==> src/rtl/net_ingress_dispatch.sv <==
// ============================================================================
// Module  : net_ingress_dispatch
// Filters network packets by core ID, buffers them in a FIFO and dispatches
// the head packet to the imem / register-file / PC / barrier write ports.
// Optional macro: NET_BROADCAST_EN (all-ones ID is accepted by every core)
// Revision: 1.0 - initial release
// ============================================================================
`default_nettype none

module net_ingress_dispatch #(
  parameter int ID_W        = 10,
  parameter int FIFO_DEPTH  = 4,
  parameter int IMEM_ADDR_W = 10,
  parameter int RF_ADDR_W   = 5,
  parameter int MASK_W      = 3,
  localparam int PKT_W      = ID_W + 3 + 6 + 14 + 32,
  localparam int CNT_W      = $clog2(FIFO_DEPTH) + 1
) (
  input  logic                   clk,
  input  logic                   n_reset,
  input  logic [ID_W-1:0]        core_id_i,
  input  logic [1:0]             core_state_i,
  input  logic                   net_v_i,
  input  logic [PKT_W-1:0]       net_packet_i,
  output logic                   net_ready_o,
  input  logic                   rf_ready_i,
  output logic                   imem_wen_o,
  output logic [IMEM_ADDR_W-1:0] imem_addr_o,
  output logic [15:0]            imem_wdata_o,
  output logic                   rf_wen_o,
  output logic [RF_ADDR_W-1:0]   rf_addr_o,
  output logic [31:0]            rf_wdata_o,
  output logic                   pc_wen_o,
  output logic [IMEM_ADDR_W-1:0] pc_o,
  output logic                   bar_wen_o,
  output logic [MASK_W-1:0]      bar_mask_o,
  output logic [7:0]             drop_count_o,
  output logic [CNT_W-1:0]       fifo_count_o
);

  localparam int             c_AW       = $clog2(FIFO_DEPTH);
  localparam int             c_ENT_W    = 3 + 14 + 32;
  localparam logic [CNT_W-1:0] c_FULL   = CNT_W'(FIFO_DEPTH);
  localparam logic [2:0]     c_OP_INSTR = 3'b001;
  localparam logic [2:0]     c_OP_REG   = 3'b010;
  localparam logic [2:0]     c_OP_PC    = 3'b011;
  localparam logic [2:0]     c_OP_BAR   = 3'b100;
  localparam logic [1:0]     c_ST_IDLE  = 2'b00;

  logic [ID_W-1:0]    w_in_id;
  logic [2:0]         w_in_op;
  logic [13:0]        w_in_addr;
  logic [31:0]        w_in_data;
  logic               w_id_ok;
  logic               w_op_ok;
  logic               w_accept;
  logic               w_push;
  logic               w_drop;
  logic               w_empty;
  logic               w_elig;
  logic               w_pop;
  logic [c_ENT_W-1:0] w_head;
  logic [2:0]         w_head_op;
  logic [13:0]        w_head_addr;
  logic [31:0]        w_head_data;
  logic               w_unused_bits;

  logic [c_ENT_W-1:0]   r_mem [FIFO_DEPTH];
  logic [c_AW-1:0]      r_wr;
  logic [c_AW-1:0]      r_rd;
  logic [CNT_W-1:0]     r_count;
  logic [7:0]           r_drop;
  logic                 r_imem_wen;
  logic [IMEM_ADDR_W-1:0] r_imem_addr;
  logic [15:0]          r_imem_wdata;
  logic                 r_rf_wen;
  logic [RF_ADDR_W-1:0] r_rf_addr;
  logic [31:0]          r_rf_wdata;
  logic                 r_pc_wen;
  logic [IMEM_ADDR_W-1:0] r_pc;
  logic                 r_bar_wen;
  logic [MASK_W-1:0]    r_bar_mask;

  assign w_in_id   = net_packet_i[PKT_W-1 -: ID_W];
  assign w_in_op   = net_packet_i[54:52];
  assign w_in_addr = net_packet_i[45:32];
  assign w_in_data = net_packet_i[31:0];

`ifdef NET_BROADCAST_EN
  assign w_id_ok = (w_in_id == core_id_i) || (&w_in_id);
`else
  assign w_id_ok = (w_in_id == core_id_i);
`endif

  assign w_op_ok  = (w_in_op == c_OP_INSTR) || (w_in_op == c_OP_REG) ||
                    (w_in_op == c_OP_PC)    || (w_in_op == c_OP_BAR);
  assign net_ready_o = (r_count < c_FULL);
  assign w_accept = net_v_i && net_ready_o;
  assign w_push   = w_accept && w_id_ok && w_op_ok;
  assign w_drop   = w_accept && !(w_id_ok && w_op_ok);

  assign w_empty     = (r_count == '0);
  assign w_head      = r_mem[r_rd];
  assign w_head_op   = w_head[c_ENT_W-1 -: 3];
  assign w_head_addr = w_head[45:32];
  assign w_head_data = w_head[31:0];

  // Reserved field and high address bits never reach any write port.
  assign w_unused_bits = ^{net_packet_i[51:46], w_head_addr};

  always_comb begin
    w_elig = 1'b0;
    case (w_head_op)
      c_OP_INSTR: w_elig = (core_state_i == c_ST_IDLE);
      c_OP_REG:   w_elig = rf_ready_i;
      c_OP_PC:    w_elig = (core_state_i == c_ST_IDLE);
      c_OP_BAR:   w_elig = 1'b1;
      default:    w_elig = 1'b0;
    endcase
  end

  assign w_pop = !w_empty && w_elig;

  always_ff @(posedge clk) begin
    if (w_push) begin
      r_mem[r_wr] <= {w_in_op, w_in_addr, w_in_data};
    end
  end

  always_ff @(posedge clk or negedge n_reset) begin
    if (!n_reset) begin
      r_wr    <= '0;
      r_rd    <= '0;
      r_count <= '0;
      r_drop  <= '0;
    end else begin
      if (w_push) r_wr <= r_wr + c_AW'(1);
      if (w_pop)  r_rd <= r_rd + c_AW'(1);
      r_count <= r_count + CNT_W'(w_push) - CNT_W'(w_pop);
      if (w_drop && (r_drop != 8'hFF)) r_drop <= r_drop + 8'd1;
    end
  end

  // Strobes are one-cycle pulses; data registers hold until the next issue.
  always_ff @(posedge clk or negedge n_reset) begin
    if (!n_reset) begin
      r_imem_wen   <= 1'b0;
      r_imem_addr  <= '0;
      r_imem_wdata <= '0;
      r_rf_wen     <= 1'b0;
      r_rf_addr    <= '0;
      r_rf_wdata   <= '0;
      r_pc_wen     <= 1'b0;
      r_pc         <= '0;
      r_bar_wen    <= 1'b0;
      r_bar_mask   <= '0;
    end else begin
      r_imem_wen <= w_pop && (w_head_op == c_OP_INSTR);
      r_rf_wen   <= w_pop && (w_head_op == c_OP_REG);
      r_pc_wen   <= w_pop && (w_head_op == c_OP_PC);
      r_bar_wen  <= w_pop && (w_head_op == c_OP_BAR);
      if (w_pop && (w_head_op == c_OP_INSTR)) begin
        r_imem_addr  <= w_head_addr[IMEM_ADDR_W-1:0];
        r_imem_wdata <= w_head_data[15:0];
      end
      if (w_pop && (w_head_op == c_OP_REG)) begin
        r_rf_addr  <= w_head_addr[RF_ADDR_W-1:0];
        r_rf_wdata <= w_head_data;
      end
      if (w_pop && (w_head_op == c_OP_PC)) begin
        r_pc <= w_head_addr[IMEM_ADDR_W-1:0];
      end
      if (w_pop && (w_head_op == c_OP_BAR)) begin
        r_bar_mask <= w_head_data[MASK_W-1:0];
      end
    end
  end

  assign imem_wen_o   = r_imem_wen;
  assign imem_addr_o  = r_imem_addr;
  assign imem_wdata_o = r_imem_wdata;
  assign rf_wen_o     = r_rf_wen;
  assign rf_addr_o    = r_rf_addr;
  assign rf_wdata_o   = r_rf_wdata;
  assign pc_wen_o     = r_pc_wen;
  assign pc_o         = r_pc;
  assign bar_wen_o    = r_bar_wen;
  assign bar_mask_o   = r_bar_mask;
  assign drop_count_o = r_drop;
  assign fifo_count_o = r_count;

endmodule

`default_nettype wire

==> config.mk <==
export PLATFORM = sky130hd
export DESIGN_NAME = net_ingress_dispatch
export DESIGN_NICKNAME = d
export VERILOG_FILES = /design/src/rtl/net_ingress_dispatch.sv
export SDC_FILE = /design/constraint.sdc
export NUM_CORES = 1
export LEC_CHECK = 0
export CAP_MARGIN = 5
export CORE_UTILIZATION = 59
export CTS_BUF_LIST = sky130_fd_sc_hd__clkbuf_4
export DETAILED_ROUTE_END_ITERATION = 7
export PLACE_DENSITY = 0.95
export SLEW_MARGIN = 20
export SYNTH_ARGS = -nofsm -noshare
export SYNTH_HDL_FRONTEND = slang
export SYNTH_SLANG_ARGS = --single-unit
==> constraint.sdc <==
create_clock -name clk -period 8.6 [get_ports clk]
set_input_delay 0.86 -clock clk [delete_from_list [all_inputs] [get_ports clk]]
set_output_delay 0.86 -clock clk [all_outputs]
set_load 0.05 [all_outputs]
==> flow_metrics.py <==
metrics = {
    "floorplan": {
        "floorplan.io_pins": 173,
        "start_util": 0.604,
        "placementRows": 48,
        "core_area_um2": 17300,
        "die_x_um": 135,
        "fp.dieArea_um2": 18300,
        "die_h_um": 135,
    },
    "place": {
        "placed_cell_area_um2": 12300,
        "buffer_ports.inserted": 162,
        "place_congestion": 0.732,
        "placed_wire_length_estimate_mm": 13.0,
    },
    "logic_synthesis": {
        "synth_enable_flop_cells": 180,
        "synthesis.yosys.warnings": 0,
        "yosys.area.top_type": "sky130_fd_sc_hd__edfxtp_1",
        "synth_area_um2": 10500,
        "synth_fp_nets": 599,
        "netlist-cell-type-count": 35,
        "post-synth-top-area-fraction": 0.517,
        "synth_seq_cells": 275,
        "synthesis.instances": 510,
        "synth-async-reset-ratio": 0.345,
        "synthFlopType": "sky130_fd_sc_hd__edfxtp_1",
        "synth-seq-area-share": 0.745,
        "top_post_synthesis_cells_by_area": "sky130_fd_sc_hd__edfxtp_1, sky130_fd_sc_hd__dfrtp_1, sky130_fd_sc_hd__mux4_2",
        "synth_area_per_cell_um2": 20.5,
    },
    "timing": {
        "worst_skew_ns": 0.0332,
        "layout_worst_path_cycle_share": 0.420,
        "timing.final.setup_violations": 0,
        "totalNegativeSetupSlack_ns": 0,
        "fmax_mhz": 277,
        "timing.final.max_slew_violations": 0,
        "rsz0062_at_grt": "no",
        "hold_viol": 0,
        "maxSlewHeadroom": 0.359,
        "timing_worst_slew_pin_value_ns": 0.962,
        "min_period_ns": 3.61,
    },
    "clocking": {
        "postCtsSetupBuffers": 0,
        "cts_max_path_buffers": 3,
        "clock_buffers_created_by_tritoncts": 66,
        "ctsResizeCount": 0,
        "root_buffer": "sky130_fd_sc_hd__clkbuf_4",
        "tritoncts": "built",
        "cts.clk_slew.worst_paths_ns": 0.07,
        "clkSinkCount": 275,
        "post_cts_hold_buffer_count": 0,
        "clock_tree.htree_level_count": 3,
        "clkLatencyLatePin_ns": 0.65,
    },
    "setup_path": {
        "crit_type": "reg -> reg",
        "worst_r2r_endpoint": "fifo_count_o[2]",
        "worst_setup_path_start_kind": "register",
        "critical_path_required_ns": 9.15,
        "cp_data_arrival_time_ns": 4.15,
        "crit_buf_inv": 3,
        "cp_slowest_cell": "sky130_fd_sc_hd__dfrtp_2",
        "worstRegToRegCells": 12,
        "worst-path-max-fanout": 29,
        "largest_stage_delay_worst_path_ns": 0.72,
        "cpLargestDelayFamily": "adder cells",
        "crit-reg2reg-launch": "r_rd[1]",
        "r2r_slack_ns": 4.99,
        "setup.worst_path.end_class": "register",
        "crit_path_cell_trace": "buf_4 > mux2_2 > nand4_1 > nand3_1 > o211ai_1 > inv_1 > ha_1 > inv_1 > ha_1 > fa_1 > xnor2_1 > xnor2_1",
        "crit_path_start": "r_rd[1]",
    },
    "global_routing": {
        "grt_max_degree": 60,
        "number_of_global_route_vias_before_repair": 6175,
        "grt_first_pass_wirelength_mm": 32.4,
        "grt_usage": 0.242,
        "global_route.overflow_total": 0,
        "grt_antenna_before_repair": 1,
    },
    "outcome": {
        "status": "finished, final reports clean",
    },
    "route": {
        "drt_iter0_markers": 219,
        "detailedRoute.firstPassIterationCount": 4,
        "post_drt_via_cell_ratio": 5.64,
        "route.vias.total": 5692,
        "post_drt_wl_per_cell_um": 20.5,
        "drt-total-wl_mm": 20.7,
        "drcViolationCount": 0,
        "drtAntennaViolNets": 0,
    },
    "pwr": {
        "vdd.ir_drop.worst_v": 0.000262,
        "power_per_cell_area_nw_per_um2": 363,
        "leakage_nw": 4.92,
    },
    "cells_and_area": {
        "post-route-cell-area_um2": 13300,
        "syn2layout_area_growth_pct": 27.4,
        "nets": 820,
        "post_route_cells_drive_above_1_share": 0.332,
    },
    "flow_run": {
        "drv.max_cap_violation_count": 0,
    },
    "hold_path": {
        "min-delay-path-class": "in -> async",
    },
}
[metrics by stage]
stage | hold WS (ns) | instances | setup WS, ns | total power [W] | utilization
4_1_cts | 0.138 | 1008 | 4.82 | 0.00489 | 0.769
3_3_place_gp | 0.487 | 887 | 4.92 | 0.00364 | 0.714
6_report | 0.166 | 1010 | 4.99 | 0.00484 | 0.770
5_1_grt | 0.153 | 1010 | 4.71 | 0.00504 | 0.770
3_5_place_dp | 0.494 | 887 | 4.84 | 0.00372 | 0.714
2_1_floorplan | 0.564 | 510 | 5.38 | 0.00308 | -
[worst max-delay path by stage]
stage                 endpoint  slack [ns]  cells past startpoint
4_1_cts         rf_wdata_o[30]        4.82                      4
3_3_place_gp      r_mem[0][40]        4.92                      7
6_report       fifo_count_o[2]        4.99                     12
2_1_floorplan      r_mem[0][0]        5.38                      5
5_1_grt        fifo_count_o[2]        4.71                     11
3_5_place_dp    rf_wdata_o[23]        4.84                      4
[layout make-up]
class | count | area [um^2]
antenna | 1 | 2.50
tap | 225 | 282
clock inverter | 13 | 139
multi-input combinational | 208 | 2560
fill | 893 | 3980
clock buffer | 108 | 811
inverter | 9 | 33.8
timing repair buffer | 171 | 1690
sequential | 275 | 7790
[layout by cell type, fill, tap and decap left out, drive strengths merged, types with 7 or more instances in the layout]
cell type / count
inv: 10
ha: 7
mux2: 81
clkdlybuf4s50: 161
dfrtp: 95
mux4: 45
buf: 10
edfxtp: 180
clkbuf: 108
nand3: 7
xor2: 15
nor2: 7
[report_power, final]
part           total, W  switching (W)  internal (W)  leakage (nW)
sequential      0.00184       0.000218       0.00162          2.77
clock           0.00115       0.000491      0.000660         0.553
combinational   0.00185        0.00108      0.000764          1.59
total           0.00484        0.00179       0.00304          4.92
[Yosys cell counts, types with 2 or more instances]
cell and instances:
sky130_fd_sc_hd__mux4_2 45, sky130_fd_sc_hd__nand2b_1 2, sky130_fd_sc_hd__mux2i_1 2, sky130_fd_sc_hd__o21ai_0 2
sky130_fd_sc_hd__nor3_1 5, sky130_fd_sc_hd__nand4_1 4, sky130_fd_sc_hd__nor4_1 6, sky130_fd_sc_hd__clkbuf_1 9
sky130_fd_sc_hd__ha_1 7, sky130_fd_sc_hd__and2_1 4, sky130_fd_sc_hd__mux2_2 81, sky130_fd_sc_hd__nand3_1 7
sky130_fd_sc_hd__dfrtp_1 95, sky130_fd_sc_hd__edfxtp_1 180, sky130_fd_sc_hd__inv_1 9, sky130_fd_sc_hd__nand2_1 2
sky130_fd_sc_hd__xor2_1 15, sky130_fd_sc_hd__nor2_1 7, sky130_fd_sc_hd__buf_2 6, sky130_fd_sc_hd__xnor2_1 6
sky130_fd_sc_hd__buf_6 2
[kinds of logic after synthesis]
logic type | count (synthesis) | synth area share
and+or+nand+nor | 45 | 0.0256
buffers and inverters | 27 | 0.0118
AOI/OAI and AO/OA | 6 | 0.00395
DFF | 275 | 0.745
adders and majority gates | 8 | 0.0103
muxes | 128 | 0.186
xor gates and xnor gates | 21 | 0.0176
[sequential cells by signal (all words and copies together), names as in the netlist]
| signal | flops |
|---|---|
| rf_addr_o | 5 |
| bar_wen_o | 1 |
| fifo_count_o | 3 |
| rf_wdata_o | 32 |
| r_wr | 2 |
| r_rd | 2 |
| bar_mask_o | 3 |
| imem_addr_o | 10 |
| pc_wen_o | 1 |
| drop_count_o | 8 |
| rf_wen_o | 1 |
| r_mem | 180 |
| imem_wdata_o | 16 |
| pc_o | 10 |
| imem_wen_o | 1 |
[per-layer routing]
layer | track usage | vias to the layer above | part of all wire
li1 | - | 2505 | -
met1 | 0.272 | 2937 | 0.38
met2 | 0.431 | 215 | 0.55
met3 | 0.0664 | 35 | 0.054
met4 | 0.103 | 0 | 0.019
met5 | 0 | - | 0
Note: power is estimated with default switching activity, not from simulation.
